### src/rtl/pipe_stage_skid.sv
// Two-entry pipeline stage with a skid register. The skid entry lets in_ready come
// straight from registered occupancy, so no combinational path runs from out_ready.
module pipe_stage_skid #(
  parameter int DATA_W = 40,
  parameter int CNT_W  = 8
) (
  input  logic              clk,
  input  logic              reset_n,
  input  logic              in_valid,
  output logic              in_ready,
  input  logic [DATA_W-1:0] in_data,
  output logic              out_valid,
  input  logic              out_ready,
  output logic [DATA_W-1:0] out_data,
  input  logic              flush,
  input  logic              cnt_clr,
  output logic [1:0]        occ,
  output logic [CNT_W-1:0]  stall_cnt
);

  localparam logic [1:0] ST_EMPTY = 2'd0;
  localparam logic [1:0] ST_ONE   = 2'd1;
  localparam logic [1:0] ST_FULL  = 2'd2;

  logic [1:0]        state;
  logic [DATA_W-1:0] main_q;
  logic [DATA_W-1:0] skid_q;
  logic              in_xfer;
  logic              out_xfer;

  assign in_ready  = (state != ST_FULL);
  assign out_valid = (state != ST_EMPTY);
  assign out_data  = main_q;
  assign occ       = state;
  assign in_xfer   = in_valid & in_ready;
  assign out_xfer  = out_valid & out_ready;

  // NOTE: sequential state uses non-blocking assignments so every register samples pre-edge values.
  always_ff @(posedge clk) begin
    // NOTE: the payload registers are reset as well because they are visible on out_data.
    if (!reset_n) begin
      state  <= ST_EMPTY;
      main_q <= '0;
      skid_q <= '0;
    end else if (flush) begin
      state  <= ST_EMPTY;
      main_q <= '0;
      skid_q <= '0;
    end else begin
      case (state)
        ST_EMPTY: begin
          if (in_xfer) begin
            main_q <= in_data;
            state  <= ST_ONE;
          end
        end
        ST_ONE: begin
          if (in_xfer && out_xfer) begin
            main_q <= in_data;
          end else if (in_xfer) begin
            skid_q <= in_data;
            state  <= ST_FULL;
          end else if (out_xfer) begin
            state  <= ST_EMPTY;
          end
        end
        ST_FULL: begin
          // Upstream is stalled here, so only the drain of main matters.
          if (out_xfer) begin
            main_q <= skid_q;
            state  <= ST_ONE;
          end
        end
        default: state <= ST_EMPTY;
      endcase
    end
  end

  // Backpressure counter: saturates, and survives flush so stall statistics are not lost.
  always_ff @(posedge clk) begin
    if (!reset_n) begin
      stall_cnt <= '0;
    end else if (cnt_clr) begin
      stall_cnt <= '0;
    end else if (out_valid && !out_ready && (stall_cnt != {CNT_W{1'b1}})) begin
      stall_cnt <= stall_cnt + CNT_W'(1);
    end
  end

endmodule
### config.mk
export PLATFORM = sky130hd
export DESIGN_NAME = pipe_stage_skid
export DESIGN_NICKNAME = d
export VERILOG_FILES = /design/src/rtl/pipe_stage_skid.sv
export SDC_FILE = /design/constraint.sdc
export NUM_CORES = 1
export LEC_CHECK = 0
export BUFFER_PORTS_ARGS = -buffer_cell sky130_fd_sc_hd__buf_4
export CAP_MARGIN = 20
export CORE_AREA = 2 2 124 126
export DETAILED_ROUTE_END_ITERATION = 12
export DIE_AREA = 0 0 126 128
export PLACE_DENSITY_LB_ADDON = 0.25
export SYNTH_ARGS = -nofsm -noshare
export SYNTH_HDL_FRONTEND = slang
export SYNTH_SLANG_ARGS = --single-unit
export TNS_END_PERCENT = 20
### constraint.sdc
create_clock -name clk -period 1.5 [get_ports clk]
set_input_delay 0.225 -clock clk [delete_from_list [all_inputs] [get_ports clk]]
set_output_delay 0.225 -clock clk [all_outputs]
set_load 0.02 [all_outputs]
==> impl_results.md, run 1 <==
* Status: finished clean
* Vias in the first global route at 2980
* # IOs at 98
* Initial drt markers at 152
* Syn nets at 460
* Syn. warnings at 0
* Most frequent cells in the layout: 115 x buf_4, 85 x dfxtp_1, 84 x nand2_1, 51 x nor2_1
* Clock Skew at 0.00630 ns
* Height of the die at 128 um
* Buffers on Ports at 97
* Startpoint Class: flop
* DRC Markers at 0
* Combinational share of power at 13.3%
* Reg2Reg Capture Point: out_data[7]$_SDFFE_PP0P_
* Slew Limit Fails at 0
* Initial core utilization at 24.3%
* Critical Path End: out_data[7]$_SDFFE_PP0P_
* Initial antenna violation count at 0
* DR pass1 iterations at 4
* Syn-to-layout area delta at 46.4%
* Pleak at 2.38 nW
* Die width at 126 um
* Worst hold-check path type: in -> reg
* # Max-Cap Violations at 0
* F_max at 0.689 GHz
* Hold Vio Cnt, Final at 0
* Critical Path Fanout Max at 8
* Total Routing Usage GR at 12.0%
* Reg2reg path depth at 6
* Nets at 570
* Net Switching at 1.34 mW
* Detailed Place HPWL at 6210 um
* Post-Synthesis Mean Instance Area at 8.76 um2
* Setup TNS Final at 0 ns
* Tcrit/Tclk final at 96.7%
* WL/cell at 14.1 um
* CP Data Required Time at 1.76 ns
* Final std cells w/o fill at 715
* Yosys reg bits at 90
* Largest net degree at the start of global routing at 43
* Cell Int Power at 4.18 mW
* Gp weighted congestion at 0.761
* Clock sink count at 90
* Synth async-reset ratio at 0%
* Most common cell after layout, fill and taps aside: buf_4
* Antenna viol nets, final at 0
* CTS clk-pin slew, worst paths at 0.06 ns
* CTS tree: built
* Share of cells above drive strength 1 at 31.7%
* Clock latency on the worst-skew pair at 0.34 ns
* CTS Buf Count at 9
* RSZ-0062 raised after global routing: true
* Vias post-DR at 3199
* Grt ovf at 0
* CP Capture Type: flop
* Net Sw Frac at 24.2%
* Setup slack, reg-to-reg at 0.05 ns
* Placed instance count at 688
* Post-synthesis sequential area ratio at 49.8%
* Post-synth top flop: dfxtp_1
* Wirelength, routed at 10000 um
* Area of the mapped netlist at 3620 um2
* First-pass GRT wire length at 15200 um
* Flop pwr share at 45.1%
* Core Rows at 45
* Tmin final at 1.45 ns
* Mapped Cells at 413
* Worst EP arrival at 1.72 ns
* Routed vias/inst at 4.47
* FF-to-FF Start: occ[1]$_SDFFE_PP0P_
* Number of diodes at 0
* Clock share of power at 41.5%
* Root Driver: clkbuf_16
* Max Root-Sink Buffers at 2
* Die Footprint at 16100 um2
* Slew @ Worst Pin at 0.365 ns
* Max-Slew Margin vs Limit at 75.7%
* P per Cell Area at 1040 nW/um2
* Core region area at 14900 um2
* Hold_buf cts at 0
* Hold Crit Depth at 3
* Unique cell type count in the Yosys netlist at 27
* Max VDD drop at 0.505 mV
* WS Path Type: reg -> reg
* Final setup fails at 0
* H-tree levels at 3
* CP startpoint: occ[1]$_SDFFE_PP0P_
* Post-synth EDFFs at 0
cells in the mapped netlist, types with 3 or more instances:
library cell  instances  share of area, %
nor2_1               51               5.3
clkbuf_1             17               1.8
a21oi_1              42               5.8
mux2i_1              43                12
a211oi_1             40               8.3
nand2_1              84               8.7
buf_2                14               1.9
xor2_1                4              0.97
dfxtp_1              90                50
nand4_1               3              0.52
nand2b_1              4              0.69
critical path, stage by stage, from the launching register on:
cell       delay [ns]
dfxtp_4          0.41
mux2i_4          0.29
o2bb2ai_4        0.08
buf_6            0.14
buf_6            0.12
clkbuf_16        0.15
a211oi_2         0.19
metrics by stage:
stage	power, mW	worst slack, ns	area [um2]	hold WS [ns]	util [%]
after global placement	3.17	0.0373	4710	0.441	31.7
after global routing	5.81	-0.0391	5290	0.123	35.6
after floorplan	2.87	-0.0571	3620	0.361	-
final	5.52	0.0489	5290	0.137	35.6
after detailed placement	3.18	-0.0348	4710	0.446	31.7
after CTS	5.53	0.00438	5090	0.119	34.3
metal layers:
layer / global-route usage [%] / up-vias / wire, um
met1: 14.7 / 1487 / 4620
met5: 0 / - / 0
met2: 19.5 / 60 / 4830
met3: 4.30 / 9 / 434
li1: - / 1643 / -
met4: 4.27 / 0 / 156
final cells by class:
type,instances,area (um2)
Timing Repair Buffer,131,1180
Clock inverter,4,51.3
Fill cell,1561,9570
Tap cell,188,235
Clock buffer,11,253
Inverter,1,3.75
Multi-Input combinational cell,290,1760
Sequential cell,90,1810
power by group through the flow:
stage / registers, mW / clock network (mW) / logic (mW)
after global routing: 2.50 / 2.51 / 0.795
after detailed placement: 2.55 / 0 / 0.629
after CTS: 2.50 / 2.39 / 0.642
after global placement: 2.55 / 0 / 0.622
final: 2.49 / 2.29 / 0.735
after floorplan: 2.62 / 0 / 0.250
worst min-delay path by stage:
| stage | from | end |
|---|---|---|
| after global placement | skid_q[26]$_SDFFE_PP0P_ | skid_q[26]$_SDFFE_PP0P_ |
| after CTS | in_data[26] | skid_q[26]$_SDFFE_PP0P_ |
| after global routing | in_data[30] | skid_q[30]$_SDFFE_PP0P_ |
| after floorplan | in_data[0] | skid_q[0]$_SDFFE_PP0P_ |
| after detailed placement | skid_q[19]$_SDFFE_PP0P_ | skid_q[19]$_SDFFE_PP0P_ |
| final | in_data[21] | skid_q[21]$_SDFFE_PP0P_ |
flip-flops by register name, indices dropped and copies added (netlist names):
signal	flops
skid_q	40
stall_cnt	8
out_data	40
occ	2
cells by family after synthesis:
logic type / synth area share, %
fa+ha+maj: 0.346
compound gates: 15.7
xor+xnor: 0.969
flops: 49.8
simple gates: 17.0
mux: 12.2
buf+inv: 3.91
repair_timing:
item,4_1_cts,5_1_grt
setup endpoints to repair,40,35
pin swaps,0,6
resized for setup,6,22
gates cloned,1,4
buffers inserted,4,3
(Power assumes the default switching activity.)
==> run 2, diff against run 1 <==
- CELL_PAD_IN_SITES_DETAIL_PLACEMENT: not set -> 0
- CELL_PAD_IN_SITES_GLOBAL_PLACEMENT: not set -> 1
==> impl_results.md, run 2 (same netlist as run 1, synthesis figures left out) <==
* Detailed Place HPWL at 6270 um
* Met2 Resource Use GR at 19.9%
* CTS tree: built
* Startpoint Class: flop
* Worst hold slack at 0.137 ns
* Final worst slack at 0.00653 ns
* Final setup fails at 0
* Routed vias/inst at 4.46
* Slew Limit Fails at 0
* Tmin final at 1.49 ns
* Placed instance count at 684
* Grt met3 use at 2.71%
* Initial core utilization at 24.3%
* CP Data Required Time at 1.27 ns
* P per Cell Area at 1120 nW/um2
* Critical Path Fanout Max at 19
* Clock share of power at 44.9%
* Buffers on Ports at 97
* Vias post-DR at 3144
* Net Switching at 1.37 mW
* CTS Buf Count at 9
* Wirelength, routed at 9940 um
* GRT met1 Usage at 14.5%
* CTS clk-pin slew, worst paths at 0.07 ns
* Worst EP arrival at 1.27 ns
* Die width at 126 um
* Final std cells w/o fill at 705
* Gp weighted congestion at 0.718
* Combinational share of power at 11.9%
* First-pass GRT wire length at 15200 um
* WS Path Type: reg -> out
* Initial antenna violation count at 0
* Number of diodes at 0
* Antenna viol nets, final at 0
* Total Routing Usage GR at 11.9%
* Die Footprint at 16100 um2
* Clock sink count at 90
* Pleak at 2.30 nW
* Most frequent cells in the layout: 108 x buf_4, 87 x dfxtp_1, 84 x nand2_1, 51 x nor2_1
* Sequential Area at 1810 um2
* Reg2reg path depth at 6
* Hold Crit Depth at 3
* Clock latency on the worst-skew pair at 0.34 ns
* # IOs at 98
* Slew @ Worst Pin at 0.376 ns
* Fill cells at 1538
* Global route hottest layer: met2
* CP Capture Type: output port
* Vias in the first global route at 3021
* DRC Markers at 0
* Worst hold-check path type: in -> reg
* Core Rows at 45
* Area of the multi-input gates at 1750 um2
* Share of cells above drive strength 1 at 30.0%
* Flop pwr share at 43.2%
* Net Sw Frac at 23.7%
* RSZ-0062 raised after global routing: true
* Hold_buf cts at 0
* Grt ovf at 0
* Max-Slew Margin vs Limit at 74.7%
* H-tree levels at 3
* WL/cell at 14.1 um
* Max Root-Sink Buffers at 2
* Clock Skew at 0.00562 ns
* Max VDD drop at 0.486 mV
* F_max at 0.670 GHz
* Core region area at 14900 um2
* Tcrit/Tclk final at 99.6%
* Most common cell after layout, fill and taps aside: buf_4
* Height of the die at 128 um
* Setup slack, reg-to-reg at 0.03 ns
* Hold Vio Cnt, Final at 0
* # Max-Cap Violations at 0
* Syn-to-layout area delta at 43.0%
* Root Driver: clkbuf_16
* Status: finished clean
* Largest net degree at the start of global routing at 43
* Cell Int Power at 4.41 mW
* DR pass1 iterations at 6
* Nets at 559
* Setup WS pre-CTS at -0.0234 ns
* Initial drt markers at 169
==> run 2: cell types whose count changed in the layout (fill, tap and decap cells not counted), sizes merged <==
cell,before,now
clkinvlp,1,0
bufinv,1,3
bufbuf,1,0
clkinv,2,4
clkbuf,15,11
buf,126,118
==> run 2: layout make-up <==
cell class                 count  area share (%)
clock inverter                 7            2.27
multi-input combinational    290            33.8
timing repair buffer         120            20.0
sequential                    90            35.0
tap                          188            4.55
clock buffer                   9            4.36
inverter                       1          0.0726
==> run 2: metrics by stage <==
| step | power, mW | util, % | TNS, ns | instance area [um2] |
|---|---|---|---|---|
| global placement | 3.18 | 31.4 | 0 | 4670 |
| global route | 6.05 | 34.8 | -0.119 | 5170 |
| CTS | 5.83 | 33.8 | -0.0326 | 5020 |
| detailed placement | 3.19 | 31.4 | -0.0349 | 4670 |
| finish | 5.78 | 34.8 | 0 | 5170 |
| floorplan | 2.87 | - | -0.746 | 3620 |
==> run 2: final timing paths <==
| check | start | endpoint |
|---|---|---|
| setup reg to reg | stall_cnt[0]$_SDFFE_PP0P_ | stall_cnt[3]$_SDFFE_PP0P_ |
| setup / recovery | occ[0]$_SDFFE_PP0P_ | in_ready |
| hold reg to reg | skid_q[33]$_SDFFE_PP0P_ | skid_q[33]$_SDFFE_PP0P_ |
| hold / removal | in_data[34] | skid_q[34]$_SDFFE_PP0P_ |
==> run 2: power groups by stage <==
stage	registers, mW	clock network, mW	logic (mW)
3_5_place_dp	2.55	0	0.633
4_1_cts	2.50	2.70	0.636
2_1_floorplan	2.62	0	0.250
6_report	2.50	2.59	0.688
5_1_grt	2.50	2.80	0.749
3_3_place_gp	2.55	0	0.628
==> run 2: worst max-delay path, cell delays in order (launching register included) <==
cell      delay [ns]
dfxtp_2         0.33
nand2b_2        0.23
buf_12          0.19
buf_4           0.17
==> run 2: routing by layer <==
metal | part of all wire (%) | wire length [um] | vias up
li1 | - | - | 1618
met1 | 46 | 4590 | 1458
met2 | 48 | 4810 | 56
met3 | 3.4 | 342 | 12
met4 | 2.0 | 194 | 0
met5 | 0 | 0 | -
==> run 2: what timing repair did <==
| item | CTS | global route |
|---|---|---|
| setup endpoints to repair | 31 | 34 |
| gates cloned | 0 | 2 |
| pin swaps | 1 | 4 |
| setup buffers | 0 | 3 |
| gates resized for setup | 3 | 15 |
==> run 3, diff against run 2 <==
- MAX_ROUTING_LAYER: not set -> met4
==> impl_results.md, run 3 (same netlist as run 1, synthesis figures left out) <==
* First-pass GRT wire length at 15200 um
* Syn-to-layout area delta at 42.5%
* Clock sink count at 90
* Worst hold-check path type: in -> reg
* Largest net degree at the start of global routing at 43
* WL/cell at 14.0 um
* CP Data Required Time at 1.27 ns
* Initial antenna violation count at 0
* CP Capture Type: output port
* # Max-Cap Violations at 0
* Buffers on Ports at 97
* WS Path Type: reg -> out
* Worst EP arrival at 1.27 ns
* CTS Buf Count at 9
* Wirelength, routed at 9850 um
* Tcrit/Tclk final at 99.4%
* Hold Vio Cnt, Final at 0
* Height of the die at 128 um
* Worst hold slack at 0.136 ns
* Number of diodes at 0
* Initial core utilization at 24.3%
* Max-Slew Margin vs Limit at 74.7%
* Die width at 126 um
* Total Routing Usage GR at 12.3%
* P per Cell Area at 1120 nW/um2
* Slew @ Worst Pin at 0.376 ns
* DRC Markers at 0
* Clock Skew at 0.00663 ns
* Tmin final at 1.49 ns
* CTS clk-pin slew, worst paths at 0.07 ns
* F_max at 0.671 GHz
* H-tree levels at 3
* Fill cells at 1537
* Root Driver: clkbuf_16
* DR pass1 iterations at 5
* Final setup fails at 0
* Pleak at 2.30 nW
* Gp weighted congestion at 0.726
* Most frequent cells in the layout: 107 x buf_4, 87 x dfxtp_1, 84 x nand2_1, 51 x nor2_1
* Initial drt markers at 168
* Detailed Place HPWL at 6270 um
* Max VDD drop at 0.486 mV
* Final std cells w/o fill at 704
* Crit path cell chain: nand2b_2, buf_12, buf_4
* Crit-path max cell delay at 0.33 ns
* Share of cells above drive strength 1 at 29.5%
* Core region area at 14900 um2
* Clock latency on the worst-skew pair at 0.34 ns
* Antenna viol nets, final at 0
* Vias in the first global route at 3024
* Critical Path Fanout Max at 19
* Crit-path slowest cell: dfxtp_2
* Placed instance count at 684
* RSZ-0062 raised after global routing: true
* Most common cell after layout, fill and taps aside: buf_4
* Max Root-Sink Buffers at 2
* # IOs at 98
* Total Power at 5.77 mW
* Grt ovf at 0
* Core Rows at 45
* Hold_buf cts at 0
* Nets at 558
* Die Footprint at 16100 um2
* CTS tree: built
* Slew Limit Fails at 0
* Setup TNS Final at 0 ns
* Startpoint Class: flop
* Routed vias/inst at 4.46
* Vias post-DR at 3140
* Status: finished clean
-- run 3: critical path: cells and delay by family, from the launching register on --
kind          cells  cell delay [ns]
buf+inv           2             0.36
flops             1             0.33
simple gates      1             0.23
-- run 3: per-layer routing --
layer,global-route usage (%),up-vias,share of wire (%)
met4,6.01,0,1.9
met1,14.6,1454,46
met2,19.9,57,48
met5,-,-,0
met3,2.50,12,3.2
li1,-,1617,-
-- run 3: path summary, 6_finish.rpt --
kind | from | end | slack (ns) | cells after the start
setup / recovery | occ[0]$_SDFFE_PP0P_ | in_ready | 0.009 | 3
hold / removal | in_data[25] | skid_q[25]$_SDFFE_PP0P_ | 0.14 | 3
setup reg to reg | stall_cnt[0]$_SDFFE_PP0P_ | stall_cnt[3]$_SDFFE_PP0P_ | 0.03 | 6
hold reg to reg | skid_q[0]$_SDFFE_PP0P_ | skid_q[0]$_SDFFE_PP0P_ | 0.45 | 2
-- run 3: repair_timing --
action | CTS | global route
gates cloned | 0 | 2
buffers inserted | 0 | 2
pin swaps | 1 | 4
setup endpoints to repair | 31 | 34
gates resized for setup | 3 | 13
-- run 3: report_power, final --
part | total (mW) | internal, mW | switching (mW)
Combinational | 0.681 | 0.318 | 0.363
Clock | 2.59 | 1.63 | 0.965
Sequential | 2.50 | 2.46 | 0.0398
-- run 3: through the flow --
stage	setup WS (ns)	util [%]	cell area (um2)
finish	0.00877	34.7	5150
global route	-0.0532	34.7	5150
CTS	-0.0157	33.8	5020
detailed placement	-0.0234	31.4	4670
global placement	0.0401	31.4	4670
floorplan	-0.0571	-	3620
-- run 3: area by class of cell --
cell class | instances | area, um2 | share of cell area [%]
inverter | 1 | 3.75 | 0.0729
clock inverter | 7 | 118 | 2.28
sequential | 90 | 1810 | 35.1
tap | 188 | 235 | 4.57
multi-input combinational | 290 | 1740 | 33.7
clock buffer | 9 | 225 | 4.37
timing repair buffer | 119 | 1030 | 19.9
